## src/rtl/pipelined_magnitude_comparator_pkg.sv

```systemverilog
// Shared types for the pipelined magnitude comparator: result encoding, per-stage state, and stage count.
package cmp_pkg;

  typedef enum logic [1:0] {
    RES_EQ = 2'd0,
    RES_GT = 2'd1,
    RES_LT = 2'd2
  } res_e;

  typedef struct packed {
    logic valid;
    logic decided;
    logic gt;
    logic lt;
  } stage_t;

  function automatic int nstages(input int width, input int chunk);
    return width / chunk;
  endfunction

endpackage

```

## src/rtl/pipelined_magnitude_comparator_if.sv

```systemverilog
// Operand/result handshake bundle; master drives operands and out_ready, slave is the comparator.
interface pipelined_magnitude_comparator_if #(
  parameter int WIDTH = 16
);
  import cmp_pkg::*;

  logic             in_valid;
  logic             in_ready;
  logic [WIDTH-1:0] a;
  logic [WIDTH-1:0] b;
  logic             is_signed;
  logic             out_valid;
  logic             out_ready;
  logic             a_grt_b;
  logic             a_less_b;
  logic             a_eq_b;

  modport master (
    output in_valid, a, b, is_signed, out_ready,
    input  in_ready, out_valid, a_grt_b, a_less_b, a_eq_b
  );

  modport slave (
    input  in_valid, a, b, is_signed, out_ready,
    output in_ready, out_valid, a_grt_b, a_less_b, a_eq_b
  );

endinterface

```

## src/rtl/pipelined_magnitude_comparator_stage.sv

```systemverilog
// One CHUNK-wide slice of the MSB-first compare plus its pipeline register; one cycle, holds while i_hold.
// Consumed operand bits are dropped, so each stage carries only the bits still to be examined.
module cmp_stage
  import cmp_pkg::*;
#(
  parameter int CHUNK = 4,
  parameter int IN_W  = 16,
  parameter int OUT_W = (IN_W > CHUNK) ? IN_W - CHUNK : 1
) (
  input  logic             clk,
  input  logic             rst,
  input  logic             i_hold,
  input  stage_t           i_st,
  input  logic [IN_W-1:0]  i_a,
  input  logic [IN_W-1:0]  i_b,
  output stage_t           o_st,
  output logic [OUT_W-1:0] o_a,
  output logic [OUT_W-1:0] o_b
);

  logic [CHUNK-1:0] w_ca;
  logic [CHUNK-1:0] w_cb;
  stage_t           w_nxt;
  stage_t           r_st;

  assign w_ca = i_a[IN_W-1 -: CHUNK];
  assign w_cb = i_b[IN_W-1 -: CHUNK];

  // The first differing chunk decides; later stages just forward the verdict.
  always_comb begin
    w_nxt = i_st;
    if (!i_st.decided) begin
      if (w_ca > w_cb) begin
        w_nxt.decided = 1'b1;
        w_nxt.gt      = 1'b1;
      end else if (w_ca < w_cb) begin
        w_nxt.decided = 1'b1;
        w_nxt.lt      = 1'b1;
      end
    end
  end

  always_ff @(posedge clk) begin
    if (rst) begin
      r_st <= '0;
    end else if (!i_hold) begin
      r_st <= w_nxt;
    end
  end

  assign o_st = r_st;

  if (IN_W > CHUNK) begin : g_rest
    logic [OUT_W-1:0] r_a;
    logic [OUT_W-1:0] r_b;

    always_ff @(posedge clk) begin
      if (rst) begin
        r_a <= '0;
        r_b <= '0;
      end else if (!i_hold) begin
        r_a <= i_a[IN_W-CHUNK-1:0];
        r_b <= i_b[IN_W-CHUNK-1:0];
      end
    end

    assign o_a = r_a;
    assign o_b = r_b;
  end else begin : g_last
    assign o_a = '0;
    assign o_b = '0;
  end

endmodule

```

## src/rtl/pipelined_magnitude_comparator.sv

```systemverilog
// WIDTH-bit signed/unsigned compare, CHUNK bits per stage MSB-first; NSTAGES-cycle latency, one result/cycle.
// An output stall freezes every stage including bubbles; defining CMP_STATS_EN adds saturating result counters.
module pipelined_magnitude_comparator
  import cmp_pkg::*;
#(
  parameter int WIDTH = 16,
  parameter int CHUNK = 4
) (
  input logic clk,
  input logic rst,
  pipelined_magnitude_comparator_if.slave bus
`ifdef CMP_STATS_EN
  ,
  output logic [15:0] cnt_gt,
  output logic [15:0] cnt_lt,
  output logic [15:0] cnt_eq
`endif
);

  localparam int NSTAGES = nstages(WIDTH, CHUNK);

  logic             w_stall;
  logic             w_accept;
  logic [WIDTH-1:0] w_a_entry;
  logic [WIDTH-1:0] w_b_entry;
  stage_t           w_st [NSTAGES+1];
  stage_t           w_last;
  res_e             w_res;

  assign w_last       = w_st[NSTAGES];
  assign w_stall      = w_last.valid && !bus.out_ready;
  assign bus.in_ready = !w_stall;
  assign w_accept     = bus.in_valid && !w_stall;

  // Flipping the sign bits maps two's complement onto offset binary, so every stage stays unsigned.
  assign w_a_entry = bus.is_signed ? {~bus.a[WIDTH-1], bus.a[WIDTH-2:0]} : bus.a;
  assign w_b_entry = bus.is_signed ? {~bus.b[WIDTH-1], bus.b[WIDTH-2:0]} : bus.b;
  assign w_st[0]   = '{valid: w_accept, decided: 1'b0, gt: 1'b0, lt: 1'b0};

  for (genvar k = 0; k < NSTAGES; k++) begin : g_stage
    localparam int IN_W  = WIDTH - k * CHUNK;
    localparam int OUT_W = (IN_W > CHUNK) ? IN_W - CHUNK : 1;

    logic [IN_W-1:0]  w_a_in;
    logic [IN_W-1:0]  w_b_in;
    logic [OUT_W-1:0] w_a_out;
    logic [OUT_W-1:0] w_b_out;

    if (k == 0) begin : g_head
      assign w_a_in = w_a_entry;
      assign w_b_in = w_b_entry;
    end else begin : g_body
      assign w_a_in = g_stage[k-1].w_a_out;
      assign w_b_in = g_stage[k-1].w_b_out;
    end

    if (k == NSTAGES - 1) begin : g_tail
      logic w_unused_rest;
      assign w_unused_rest = ^{w_a_out, w_b_out};
    end

    cmp_stage #(
      .CHUNK (CHUNK),
      .IN_W  (IN_W),
      .OUT_W (OUT_W)
    ) u_stage (
      .clk    (clk),
      .rst    (rst),
      .i_hold (w_stall),
      .i_st   (w_st[k]),
      .i_a    (w_a_in),
      .i_b    (w_b_in),
      .o_st   (w_st[k+1]),
      .o_a    (w_a_out),
      .o_b    (w_b_out)
    );
  end

  always_comb begin
    w_res = RES_EQ;
    if (w_last.decided) begin
      w_res = w_last.gt ? RES_GT : RES_LT;
    end
  end

  assign bus.out_valid = w_last.valid;
  assign bus.a_grt_b   = w_last.valid && (w_res == RES_GT);
  assign bus.a_less_b  = w_last.valid && (w_res == RES_LT);
  assign bus.a_eq_b    = w_last.valid && (w_res == RES_EQ);

`ifdef CMP_STATS_EN
  logic        w_xfer;
  logic [15:0] r_cnt_gt;
  logic [15:0] r_cnt_lt;
  logic [15:0] r_cnt_eq;

  assign w_xfer = w_last.valid && bus.out_ready;

  always_ff @(posedge clk) begin
    if (rst) begin
      r_cnt_gt <= '0;
      r_cnt_lt <= '0;
      r_cnt_eq <= '0;
    end else if (w_xfer) begin
      case (w_res)
        RES_GT:  if (r_cnt_gt != 16'hFFFF) r_cnt_gt <= r_cnt_gt + 16'd1;
        RES_LT:  if (r_cnt_lt != 16'hFFFF) r_cnt_lt <= r_cnt_lt + 16'd1;
        default: if (r_cnt_eq != 16'hFFFF) r_cnt_eq <= r_cnt_eq + 16'd1;
      endcase
    end
  end

  assign cnt_gt = r_cnt_gt;
  assign cnt_lt = r_cnt_lt;
  assign cnt_eq = r_cnt_eq;
`endif

endmodule

```

## src/flat_wrapper.sv

```systemverilog
// flat-port wrapper written by rule: the top's interface ports become plain ports
module pipelined_magnitude_comparator_flat import cmp_pkg::*;
#(
  parameter int WIDTH = 16,
  parameter int CHUNK = 4
)
  (clk, rst, bus_in_valid, bus_a, bus_b, bus_is_signed, bus_out_ready, bus_in_ready, bus_out_valid, bus_a_grt_b, bus_a_less_b, bus_a_eq_b);
  pipelined_magnitude_comparator_if #(.WIDTH(WIDTH)) bus_i ();
  input logic clk;
  input logic rst;
  input wire logic [$bits(bus_i.in_valid)-1:0] bus_in_valid;
  input wire logic [$bits(bus_i.a)-1:0] bus_a;
  input wire logic [$bits(bus_i.b)-1:0] bus_b;
  input wire logic [$bits(bus_i.is_signed)-1:0] bus_is_signed;
  input wire logic [$bits(bus_i.out_ready)-1:0] bus_out_ready;
  output wire logic [$bits(bus_i.in_ready)-1:0] bus_in_ready;
  output wire logic [$bits(bus_i.out_valid)-1:0] bus_out_valid;
  output wire logic [$bits(bus_i.a_grt_b)-1:0] bus_a_grt_b;
  output wire logic [$bits(bus_i.a_less_b)-1:0] bus_a_less_b;
  output wire logic [$bits(bus_i.a_eq_b)-1:0] bus_a_eq_b;
  assign bus_i.in_valid = bus_in_valid;
  assign bus_i.a = bus_a;
  assign bus_i.b = bus_b;
  assign bus_i.is_signed = bus_is_signed;
  assign bus_i.out_ready = bus_out_ready;
  assign bus_in_ready = bus_i.in_ready;
  assign bus_out_valid = bus_i.out_valid;
  assign bus_a_grt_b = bus_i.a_grt_b;
  assign bus_a_less_b = bus_i.a_less_b;
  assign bus_a_eq_b = bus_i.a_eq_b;
  pipelined_magnitude_comparator #(.WIDTH(WIDTH), .CHUNK(CHUNK)) u_core (.clk(clk), .rst(rst), .bus(bus_i));
endmodule
```

## config.mk

```make
export PLATFORM = sky130hd
export DESIGN_NAME = pipelined_magnitude_comparator_flat
export DESIGN_NICKNAME = d
export VERILOG_FILES = /design/src/rtl/pipelined_magnitude_comparator_pkg.sv /design/src/rtl/pipelined_magnitude_comparator_if.sv /design/src/rtl/pipelined_magnitude_comparator_stage.sv /design/src/rtl/pipelined_magnitude_comparator.sv /design/src/flat_wrapper.sv
export SDC_FILE = /design/constraint.sdc
export NUM_CORES = 1
export LEC_CHECK = 0
export BUFFER_PORTS_ARGS = -buffer_cell sky130_fd_sc_hd__buf_4
export CAP_MARGIN = 30
export CORE_AREA = 2 2 109 85
export CTS_CLUSTER_DIAMETER = 30
export DETAILED_ROUTE_END_ITERATION = 6
export DIE_AREA = 0 0 111 87
export SKIP_CTS_REPAIR_TIMING = 1
export SYNTH_ARGS = -nofsm -noshare
export SYNTH_HDL_FRONTEND = slang
export SYNTH_HIERARCHICAL = 1
export SYNTH_SLANG_ARGS = --single-unit
export TNS_END_PERCENT = 10
```

## constraint.sdc

```tcl
create_clock -name clk -period 1.3 [get_ports clk]
set_input_delay 0.065 -clock clk [delete_from_list [all_inputs] [get_ports clk]]
set_output_delay 0.065 -clock clk [all_outputs]
set_load 0.02 [all_outputs]
```

After elaboration in Yosys (flattened, before gate mapping). Index checks and enable logic that the tools add are counted.

Bits in registers: 63. Word-level logic and storage cells: 67. Output and inout bits: 5. Input bits: 37.

Reduce and logical (&&, ||, !) cells: 8. Eq/ne operators: 2. Magnitude comparators: 8. Muxes and demuxes: 26. Bitwise gates (word level): 2.

Operators by type and width (count): $mux 16 (2); $mux 1 (19); $gt 4x4->1 (4); $lt 4x4->1 (4); $mux 3 (3); $logic_and 1x1->1 (5); $mux 2 (2); $eq 2x1->1 const B (1); $eq 2x2->1 const B (1); $logic_not 1->1 (2); $logic_not 2->1 (1); $not 1->1 (2).

Longest topological paths before layout. Gate-level depths: netlist of the first run.

Depth after elaboration: 5. Gate-level depth with buffers: 7. Depth with buffers taken out: 7.

By module. Netlist of the first run, hierarchy kept.

Modules (own cells, without submodules): cmp_stage (u_core.g_stage[0].u_stage) (area each 1141.1 µm², times used 1, sequential area each 560.5 µm², cells an instance 109); cmp_stage (u_core.g_stage[1].u_stage) (area each 854.6 µm², times used 1, sequential area each 400.4 µm², cells an instance 83); cmp_stage (u_core.g_stage[2].u_stage) (area each 566.8 µm², times used 1, sequential area each 240.2 µm², cells an instance 57); cmp_stage (u_core.g_stage[3].u_stage) (area each 300.3 µm², times used 1, sequential area each 80.1 µm², cells an instance 34); pipelined_magnitude_comparator (area each 57.6 µm², times used 1, sequential area each 0.0 µm², cells an instance 10).

Worst setup path before layout of the first run. Ideal clock, no wire load.

Kind: register -> register. Start: reg u_core.g_stage[3].u_stage.r_st (netlist bit u_core/g_stage[3].u_stage/o_st[3]). End: reg u_core.g_stage[2].u_stage.g_rest.r_a[0]. Period minus slack after synthesis: 1499 ps. Path slack: -199 ps. Setup time: 128 ps. Arrival time: 1371 ps. Required time: 1172 ps. Cell stages (with the launch flop): 7. Cells stage by stage: dfxtp_1 -> nand2b_1 -> inv_1 -> buf_2 -> buf_6 -> mux2i_1 -> nor2_1.

Cells in the longest elaborated chain, start to end: 1.

Ends and longest elaborated chain: start: declaration (line pipelined_magnitude_comparator_stage.sv:24) `stage_t r_st;`; start signal: assignment (line pipelined_magnitude_comparator_stage.sv:47) `r_st <= w_nxt;`; $logic_and 1x1->1 (line pipelined_magnitude_comparator.sv:31) `assign w_stall = w_last.valid && !bus.out_ready;`; named net u_core.w_stall (line pipelined_magnitude_comparator.sv:22) `logic w_stall;`; end signal: assignment (line pipelined_magnitude_comparator_stage.sv:62) `r_a <= i_a[IN_W-CHUNK-1:0];`; end: declaration (line pipelined_magnitude_comparator_stage.sv:54) `logic [OUT_W-1:0] r_a;`.

The timed path passes the listed nets, and every way through them passes these cells. A chain may end at the register's enable or synchronous reset.

Worst setup path after layout of the first run.
Start: reg u_core.g_stage[1].u_stage.g_rest.r_b[7]. End: reg u_core.g_stage[2].u_stage.r_st (netlist bit u_core/g_stage[2].u_stage/o_st[1]).

Cells in the longest elaborated chain, start to end: 3.

Ends and longest elaborated chain: start: declaration (line pipelined_magnitude_comparator_stage.sv:55) `logic [OUT_W-1:0] r_b;`; start signal: assignment (line pipelined_magnitude_comparator_stage.sv:63) `r_b <= i_b[IN_W-CHUNK-1:0];`; $gt 4x4->1 (line pipelined_magnitude_comparator_stage.sv:33) `if (w_ca > w_cb) begin`; $mux 1 (line pipelined_magnitude_comparator_stage.sv:33); $mux 3 (line pipelined_magnitude_comparator_stage.sv:32) `if (!i_st.decided) begin`; end signal: assignment (line pipelined_magnitude_comparator_stage.sv:47); end: declaration (line pipelined_magnitude_comparator_stage.sv:24).

No other way between the ends.

==> impl_metrics.tcl, run 1 <==
set metrics [dict create \
    cp-start-kind "flip-flop" \
    dpl.hpwl_mm 3.548 \
    crit_path_end_kind "flip-flop" \
    setup_violations 2 \
    wire_per_inst_um 11.48 \
    grt_pass1_wl_mm 8.562 \
    cts_made_buffers 9 \
    clock_latency_ns 0.33 \
    cts_sinks 60 \
    die_w_um 111 \
    seqCellArea_mm2 0.001215 \
    cts_max_path_buffers 2 \
    cp_max_fo 3 \
    multiInputGateArea_mm2 0.001490 \
    critPathRequiredTime_ns 1.51 \
    grt_max_degree 34 \
    hp-class "in2reg" \
    instances_no_fill 454 \
    holdWs_ns -0.03071 \
    antenna_left 0 \
    critical_path_class "reg2reg" \
    fin_ws_ns -0.009389 \
    vias 1975 \
    drtPass1Iterations 4 \
    die_h_um 87 \
    drc_errors 0 \
    antenna_found_initial 0 \
    maxCapViolCount 0 \
    portBuffers 41 \
    clk_pin_slew_ns 0.05 \
    power_leakage_uw 0.001565 \
    cp.arrival_ns 1.52 \
    grt_pass1_vias 1896 \
    vias_per_cell 4.350 \
    synth_area_per_cell_um2 10.10 \
    run_status "complete, but fails checks" \
    diodes 0 \
    rr_worst_depth 6 \
    initial_core_util 0.3144 \
    finalMaxSlewViolations 0 \
    grt_overflow_total 0 \
    fin_worst_skew_ns 0.008082 \
    core_mm2 0.008671 \
    routabilityCongestion 0.7041 \
    pin_count 42 \
    failed_checks "hold timing, setup timing" \
    ys_warn_count 6 \
    grt.total_usage 0.1124 \
    area_growth_pct 42.13 \
    drt_iter0_markers 57 \
    finalInstanceArea_mm2 0.003875 \
    fillCellCount 817 \
    dp.cells 423 \
    hold_violations 11 \
    cts-root-buf "clkbuf_16" \
    rows 30 \
    p_per_area_mw_per_mm2 1322 \
    place_area_mm2 0.003243 \
    die_area_mm2 0.009657 \
    layout.nets 390 \
    vdd_drop_max_mv 0.7105 \
    rsz0062_at_grt "true" \
    min_path_cells 3 \
    cts_tree "built" \
    synth_area_mm2 0.002726 \
    drt-total-wl_mm 5.211 \
    h-tree-depth 3 \
    drive_above_1_share 0.3626 \
    finalCriticalPeriod_ns 1.309 \
    synthCells 270 \
    period_share 1.007 \
    max_freq_mhz 763.7 \
]
[worst max-delay path, stage by stage, from the launching register on]
cell	delay [ns]
dfxtp_2	0.32
inv_1	0.06
ha_4	0.27
nand4_1	0.13
nor3_2	0.24
nor3_2	0.06
o31a_1	0.11
[layout make-up]
class                      count  share of cell area
sequential                    60              0.3135
timing repair buffer          70              0.1598
inverter                      21             0.02163
multi-input combinational    175              0.3846
tap                          112             0.03616
clock buffer                  11             0.06264
clock inverter                 5             0.02163
[power breakdown]
group	internal [µW]	total, µW	leakage [µW]	switching (µW)
Combinational	317	554	0.000912	237
Sequential	1950	2020	0.000500	72.7
Clock	1730	2550	0.000152	816
Total	4000	5120	0.00156	1130
[placed cells by master, fill, tap and decap left out, drive strengths merged]
cell         instances
dfxtp               60
buf                 59
nor2                57
mux2i               52
inv                 22
ha                  16
dlygate4sd3         11
clkbuf              11
nor2b                9
a21oi                8
nor3                 8
o211ai               4
nand4                4
a221oi               4
o31a                 4
conb                 3
clkinvlp             2
bufinv               2
xor2                 2
nand2b               1
and3                 1
nand2                1
and2                 1
[path summary, 6_finish.rpt]
path	startpoint	endpoint	slack [ns]
worst max-delay path	u_core/g_stage[1].u_stage/o_b[7]$_SDFFE_PP0N_	u_core/g_stage[2].u_stage/o_st[1]$_SDFFE_PP0N_	-0.009
worst min-delay path	bus_b[10]	u_core/g_stage[0].u_stage/o_b[10]$_SDFFE_PP0N_	-0.03
worst max register to register	u_core/g_stage[1].u_stage/o_b[7]$_SDFFE_PP0N_	u_core/g_stage[2].u_stage/o_st[1]$_SDFFE_PP0N_	-0.009
worst min register to register	u_core/g_stage[0].u_stage/o_b[10]$_SDFFE_PP0N_	u_core/g_stage[0].u_stage/o_b[10]$_SDFFE_PP0N_	0.48
[per-layer routing]
metal  share of wire  track usage
met1            0.49       0.1418
met2            0.46       0.1757
met3           0.038      0.03827
met4           0.018      0.05114
met5               0            0
[state kept, by name, summed over array words and instances (netlist names)]
name                         count
u_core/g_stage.u_stage/o_b      24
u_core/g_stage.u_stage/o_st     12
u_core/g_stage.u_stage/o_a      24
[through the flow]
| step | setup slack [ns] | power (µW) | hold WS, ns | TNS, ns | util |
|---|---|---|---|---|---|
| 6_report | -0.009389 | 5123 | -0.03071 | -0.01357 | 0.4469 |
| 5_1_grt | -0.09607 | 5346 | 0.002139 | -0.3692 | 0.4469 |
| 4_1_cts | -0.06053 | 5100 | -0.04717 | -0.1711 | 0.4117 |
| 3_5_place_dp | -0.04679 | 2508 | 0.3028 | -0.1491 | 0.3740 |
| 3_3_place_gp | -0.02550 | 2492 | 0.2944 | -0.07550 | 0.3740 |
| 2_1_floorplan | 0.01240 | 2336 | 0.1300 | 0 | - |
(Power assumes the default switching activity.)
==> run 2, diff against run 1 <==
--- a/config.mk
+++ b/config.mk
@@ -11,6 +11,7 @@
 export CTS_CLUSTER_DIAMETER = 30
 export DETAILED_ROUTE_END_ITERATION = 6
 export DIE_AREA = 0 0 111 87
+export SETUP_SLACK_MARGIN = 0.4
 export SKIP_CTS_REPAIR_TIMING = 1
 export SYNTH_ARGS = -nofsm -noshare
 export SYNTH_HDL_FRONTEND = slang
==> run 2 against run 1 <==
Net effect:
- the flow finishes with violations (hold timing)
- worst hold slack improved by 0.0017 ns
- cell count rose by 2.2%
- register-to-register slack barely moved
- critical path type unchanged
- via count rose by 2.0%
- maximum frequency rose by 1.2%
- sequential share of layout area fell by 1.5 points
- design area rose by 5.3%
- first-iteration DRC count fell by 18%
- wire length rose by 3.3%
- global-route usage fell by 0.25 points
- clock skew fell by 0.0031 ns
==> impl_metrics.tcl, run 2 (synthesis gave the netlist of run 1 again) <==
set metrics [dict create \
    rsz0062_at_grt "true" \
    die_w_um 111 \
    slowest_stage "dfxtp_2" \
    drive_above_1_share 0.4063 \
    antenna_found_initial 0 \
    drc_errors 0 \
    vias_per_cell 4.343 \
    cp-start-kind "flip-flop" \
    setup_tns_ns 0 \
    pin_count 42 \
    place_area_mm2 0.003271 \
    grt.total_usage 0.1099 \
    final_cell_mix "55 x nor2_1, 48 x mux2i_1, 48 x dfxtp_1" \
    die_area_mm2 0.009657 \
    critPathRequiredTime_ns 1.52 \
    period_share 0.9957 \
    rows 30 \
    clock_latency_ns 0.33 \
    vias 2015 \
    routabilityCongestion 0.7642 \
    hp-class "in2reg" \
    min_path_cells 3 \
    layout.nets 400 \
    top_layer_used "met4" \
    power_leakage_uw 0.001631 \
    initial_core_util 0.3144 \
    portBuffers 41 \
    finalMaxSlewViolations 0 \
    diodes 0 \
    holdPathEnd "u_core/g_stage[0].u_stage/o_b[8]$_SDFFE_PP0N_" \
    h-tree-depth 3 \
    cts_tree "built" \
    fin_worst_skew_ns 0.005008 \
    die_h_um 87 \
    slowest_delay_ns 0.33 \
    fin_util 0.4706 \
    antenna_left 0 \
    critical_path_class "reg2reg" \
    wl_met3_um 197 \
    reg2reg_slack_ns 0.006 \
    route.met2.wl_mm 2.408 \
    cts_max_path_buffers 2 \
    finalInstanceArea_mm2 0.004080 \
    max_freq_mhz 772.5 \
    wire_per_inst_um 11.60 \
    grt_pass1_wl_mm 8.493 \
    core_mm2 0.008671 \
    maxCapViolCount 0 \
    cts_made_buffers 9 \
    run_status "complete, but fails checks" \
    failed_checks "hold timing" \
    crit_chain "inv_2, ha_4, nor2b_4, o211ai_2, a21oi_2, o31a_1" \
    reg2reg_from "u_core/g_stage[0].u_stage/o_b[9]$_SDFFE_PP0N_" \
    area_growth_pct 49.66 \
    dpl.hpwl_mm 3.519 \
    drtPass1Iterations 4 \
    cts-root-buf "clkbuf_16" \
    drt-total-wl_mm 5.384 \
    finalCriticalPeriod_ns 1.294 \
    holdWs_ns -0.02896 \
    crit_path_end_kind "flip-flop" \
    p_per_area_mw_per_mm2 1176 \
    drt_iter0_markers 47 \
    rr_worst_depth 6 \
    layout_commonest_cell "nor2_1" \
    cp.arrival_ns 1.51 \
    grt_pass1_vias 1867 \
    design_power_total_uw 4797 \
    drt-met1-wl_mm 2.685 \
    grt_overflow_total 0 \
    crit-reg2reg-capture "u_core/g_stage[1].u_stage/o_st[1]$_SDFFE_PP0N_" \
    grt_max_degree 33 \
    cts_sinks 60 \
    hold_violations 9 \
    cp_max_fo 2 \
    hold_start "bus_b[8]" \
    critPathBufInv 1 \
    clk_pin_slew_ns 0.06 \
    setup_violations 0 \
    path_delay_family "compound AO/OA/AOI/OAI gates" \
    vdd_drop_max_mv 0.5826 \
]
-- run 2: changes by cell type in the layout (fill, tap and decap cells not counted), sizes merged --
cell | before | now
buf | 59 | 64
bufinv | 2 | 0
clkinv | 0 | 3
dlygate4sd3 | 11 | 14
inv | 22 | 23
-- run 2: worst max path at each step --
stage                                                         startpoint                                              to  slack, ns  depth (start not counted)
after floorplan            u_core/g_stage[0].u_stage/o_b[9]$_SDFFE_PP0N_  u_core/g_stage[1].u_stage/o_st[1]$_SDFFE_PP0N_       0.01                          6
after global placement                                     bus_is_signed  u_core/g_stage[0].u_stage/o_st[1]$_SDFFE_PP0N_      -0.03                          7
after detailed placement                                   bus_is_signed  u_core/g_stage[0].u_stage/o_st[1]$_SDFFE_PP0N_      -0.09                          7
after CTS                  u_core/g_stage[1].u_stage/o_b[5]$_SDFFE_PP0N_  u_core/g_stage[2].u_stage/o_st[1]$_SDFFE_PP0N_      -0.09                          6
after global routing      u_core/g_stage[0].u_stage/o_b[11]$_SDFFE_PP0N_  u_core/g_stage[1].u_stage/o_st[1]$_SDFFE_PP0N_      -0.07                          6
final                      u_core/g_stage[0].u_stage/o_b[9]$_SDFFE_PP0N_  u_core/g_stage[1].u_stage/o_st[1]$_SDFFE_PP0N_      0.006                          6
-- run 2: area by class of cell --
| class | count | area [µm²] |
|---|---|---|
| inverter | 21 | 86.33 |
| clock buffer | 9 | 225.2 |
| fill | 789 | 4591 |
| timing repair buffer | 80 | 827.0 |
| sequential | 60 | 1219 |
| tap | 112 | 140.1 |
| clock inverter | 7 | 58.81 |
| multi-input combinational | 175 | 1524 |
-- run 2: tightest hold or removal path: stages --
cell and delay [ns]:
buf_4 0.08, mux2i_1 0.05, nor2_1 0.07
-- run 2: where the power goes --
part           switching, µW  internal (µW)  leakage (µW)
combinational            238            326      0.000998
sequential              75.9           1940      0.000500
clock                    904           1310      0.000133
total                   1220           3580       0.00163
-- run 2: metal layers --
| layer | GRT usage | vias up |
|---|---|---|
| met5 | 0 | - |
| met4 | 0.06477 | 0 |
| met3 | 0.03340 | 8 |
| met2 | 0.1735 | 33 |
| met1 | 0.1342 | 910 |
| li1 | - | 1064 |
-- run 2: metrics by stage --
step / setup slack, ns / cells
6_report: 0.005560 / 464
5_1_grt: -0.06576 / 464
4_1_cts: -0.08584 / 439
3_5_place_dp: -0.09260 / 423
3_3_place_gp: -0.03044 / 423
2_1_floorplan: 0.01240 / 272
==> run 3, diff against run 2 <==
--- a/config.mk
+++ b/config.mk
@@ -5,12 +5,12 @@
 export SDC_FILE = /design/constraint.sdc
 export NUM_CORES = 1
 export LEC_CHECK = 0
-export BUFFER_PORTS_ARGS = -buffer_cell sky130_fd_sc_hd__buf_4
 export CAP_MARGIN = 30
 export CORE_AREA = 2 2 109 85
 export CTS_CLUSTER_DIAMETER = 30
 export DETAILED_ROUTE_END_ITERATION = 6
 export DIE_AREA = 0 0 111 87
+export DONT_BUFFER_PORTS = 1
 export SETUP_SLACK_MARGIN = 0.4
 export SKIP_CTS_REPAIR_TIMING = 1
 export SYNTH_ARGS = -nofsm -noshare
==> run 3 against run 2 <==
Net effect:
- the flow finishes with violations (hold timing, setup timing)
- wire length decreased by 12%
- clock skew rose by 0.0040 ns
- design area decreased by 18%
- first-iteration DRC count shrank 17%
- die area did not move
- highest routed layer unchanged
==> impl_metrics.tcl, run 3 (synthesis gave the netlist of run 1 again) <==
set metrics [dict create \
    cp_max_fo 2 \
    dp.cells 379 \
    cts_made_buffers 9 \
    final_cell_mix "55 x nor2_1, 52 x mux2i_1, 52 x dfxtp_1" \
    finalMaxSlewViolations 0 \
    p_per_area_mw_per_mm2 1403 \
    die_h_um 87 \
    reg2reg_from "u_core/g_stage[1].u_stage/o_b[5]$_SDFFE_PP0N_" \
    design_power_total_uw 4702 \
    vias 1792 \
    drtPass1Iterations 4 \
    vdd_drop_max_mv 0.6578 \
    rsz0062_at_grt "true" \
    initial_core_util 0.3144 \
    cts-root-buf "clkbuf_16" \
    layout_commonest_cell "nor2_1" \
    portBuffers 0 \
    fin_ws_ns -0.01663 \
    instances_no_fill 395 \
    cp-start-kind "flip-flop" \
    clock_latency_ns 0.32 \
    power_leakage_uw 0.001270 \
    layout.nets 331 \
    area_growth_pct 22.95 \
    die_area_mm2 0.009657 \
    wl_met3_um 247 \
    drive_above_1_share 0.2544 \
    hold_violations 60 \
    max_freq_mhz 759.5 \
    drc_errors 0 \
    critPathRequiredTime_ns 1.50 \
    diodes 0 \
    critPathLaunch "u_core/g_stage[1].u_stage/o_b[5]$_SDFFE_PP0N_" \
    setup_violations 2 \
    vias_per_cell 4.537 \
    die_w_um 111 \
    route.met2.wl_mm 2.116 \
    crit_path_end_kind "flip-flop" \
    h-tree-depth 3 \
    grt_pass1_vias 1722 \
    routabilityCongestion 0.7823 \
    grt_max_degree 61 \
    hp-class "in2reg" \
    failed_checks "hold timing, setup timing" \
    fillCellCount 836 \
    drt-met1-wl_mm 2.307 \
    antenna_found_initial 0 \
    grt.total_usage 0.1043 \
    fin_worst_skew_ns 0.009026 \
    setup_tns_ns -0.02100 \
    cts_tree "built" \
    cp.arrival_ns 1.52 \
    top_layer_used "met4" \
    period_share 1.013 \
    critical_path_class "reg2reg" \
    pre_cts_ws_ns -0.05991 \
    drt-total-wl_mm 4.756 \
    maxCapViolCount 0 \
    hold_start "rst" \
    grt_pass1_wl_mm 7.914 \
    pin_count 42 \
    clk_pin_slew_ns 0.05 \
    cts_max_path_buffers 2 \
    wire_per_inst_um 12.04 \
    core_mm2 0.008671 \
    grt_overflow_total 0 \
    holdWs_ns -0.1799 \
    run_status "complete, but fails checks" \
    cts_sinks 60 \
    drt_iter0_markers 39 \
    dpl.hpwl_mm 3.202 \
    rows 30 \
    antenna_left 0 \
    finalCriticalPeriod_ns 1.317 \
]
==> run 3: cell type report <==
cell class / count / area [µm²] / share of cell area
tap: 112 / 140.1 / 0.04181
sequential: 60 / 1214 / 0.3621
multi-input combinational: 175 / 1490 / 0.4446
timing repair buffer: 11 / 131.4 / 0.03919
clock buffer: 12 / 246.5 / 0.07353
clock inverter: 4 / 48.80 / 0.01456
inverter: 21 / 81.33 / 0.02426
==> run 3: per-layer routing <==
metal / up-vias / track usage
met2: 33 / 0.1539
li1: 925 / -
met5: - / 0
met1: 824 / 0.1291
met3: 10 / 0.05637
met4: 0 / 0.03864
==> run 3: worst max-delay path, stage by stage, from the launching register on <==
cell	delay (ns)
dfxtp_2	0.33
inv_2	0.04
ha_4	0.20
nor2b_4	0.12
o211ai_2	0.17
a21oi_2	0.09
o31a_1	0.24
==> run 3: final timing paths <==
check / to / slack [ns] / cells past startpoint
worst min-delay path: u_core/g_stage[3].u_stage/o_st[3]$_SDFFE_PP0N_ / -0.18 / 1
worst max-delay path: u_core/g_stage[2].u_stage/o_st[1]$_SDFFE_PP0N_ / -0.02 / 6
worst max register to register: u_core/g_stage[2].u_stage/o_st[1]$_SDFFE_PP0N_ / -0.02 / 6
worst min register to register: u_core/g_stage[2].u_stage/o_st[2]$_SDFFE_PP0N_ / 0.48 / 2
==> run 3: through the flow <==
stage          utilization  area [µm²]
2_1_floorplan            -        2755
3_3_place_gp        0.3333        2890
3_5_place_dp        0.3333        2890
4_1_cts             0.3674        3186
5_1_grt             0.3866        3352
6_report            0.3866        3352
==> run 3: power by group <==
group	internal, µW	leakage, µW	switching (µW)
clock network	1530	0.000147	771
registers	1940	0.000499	75.1
logic	206	0.000624	176
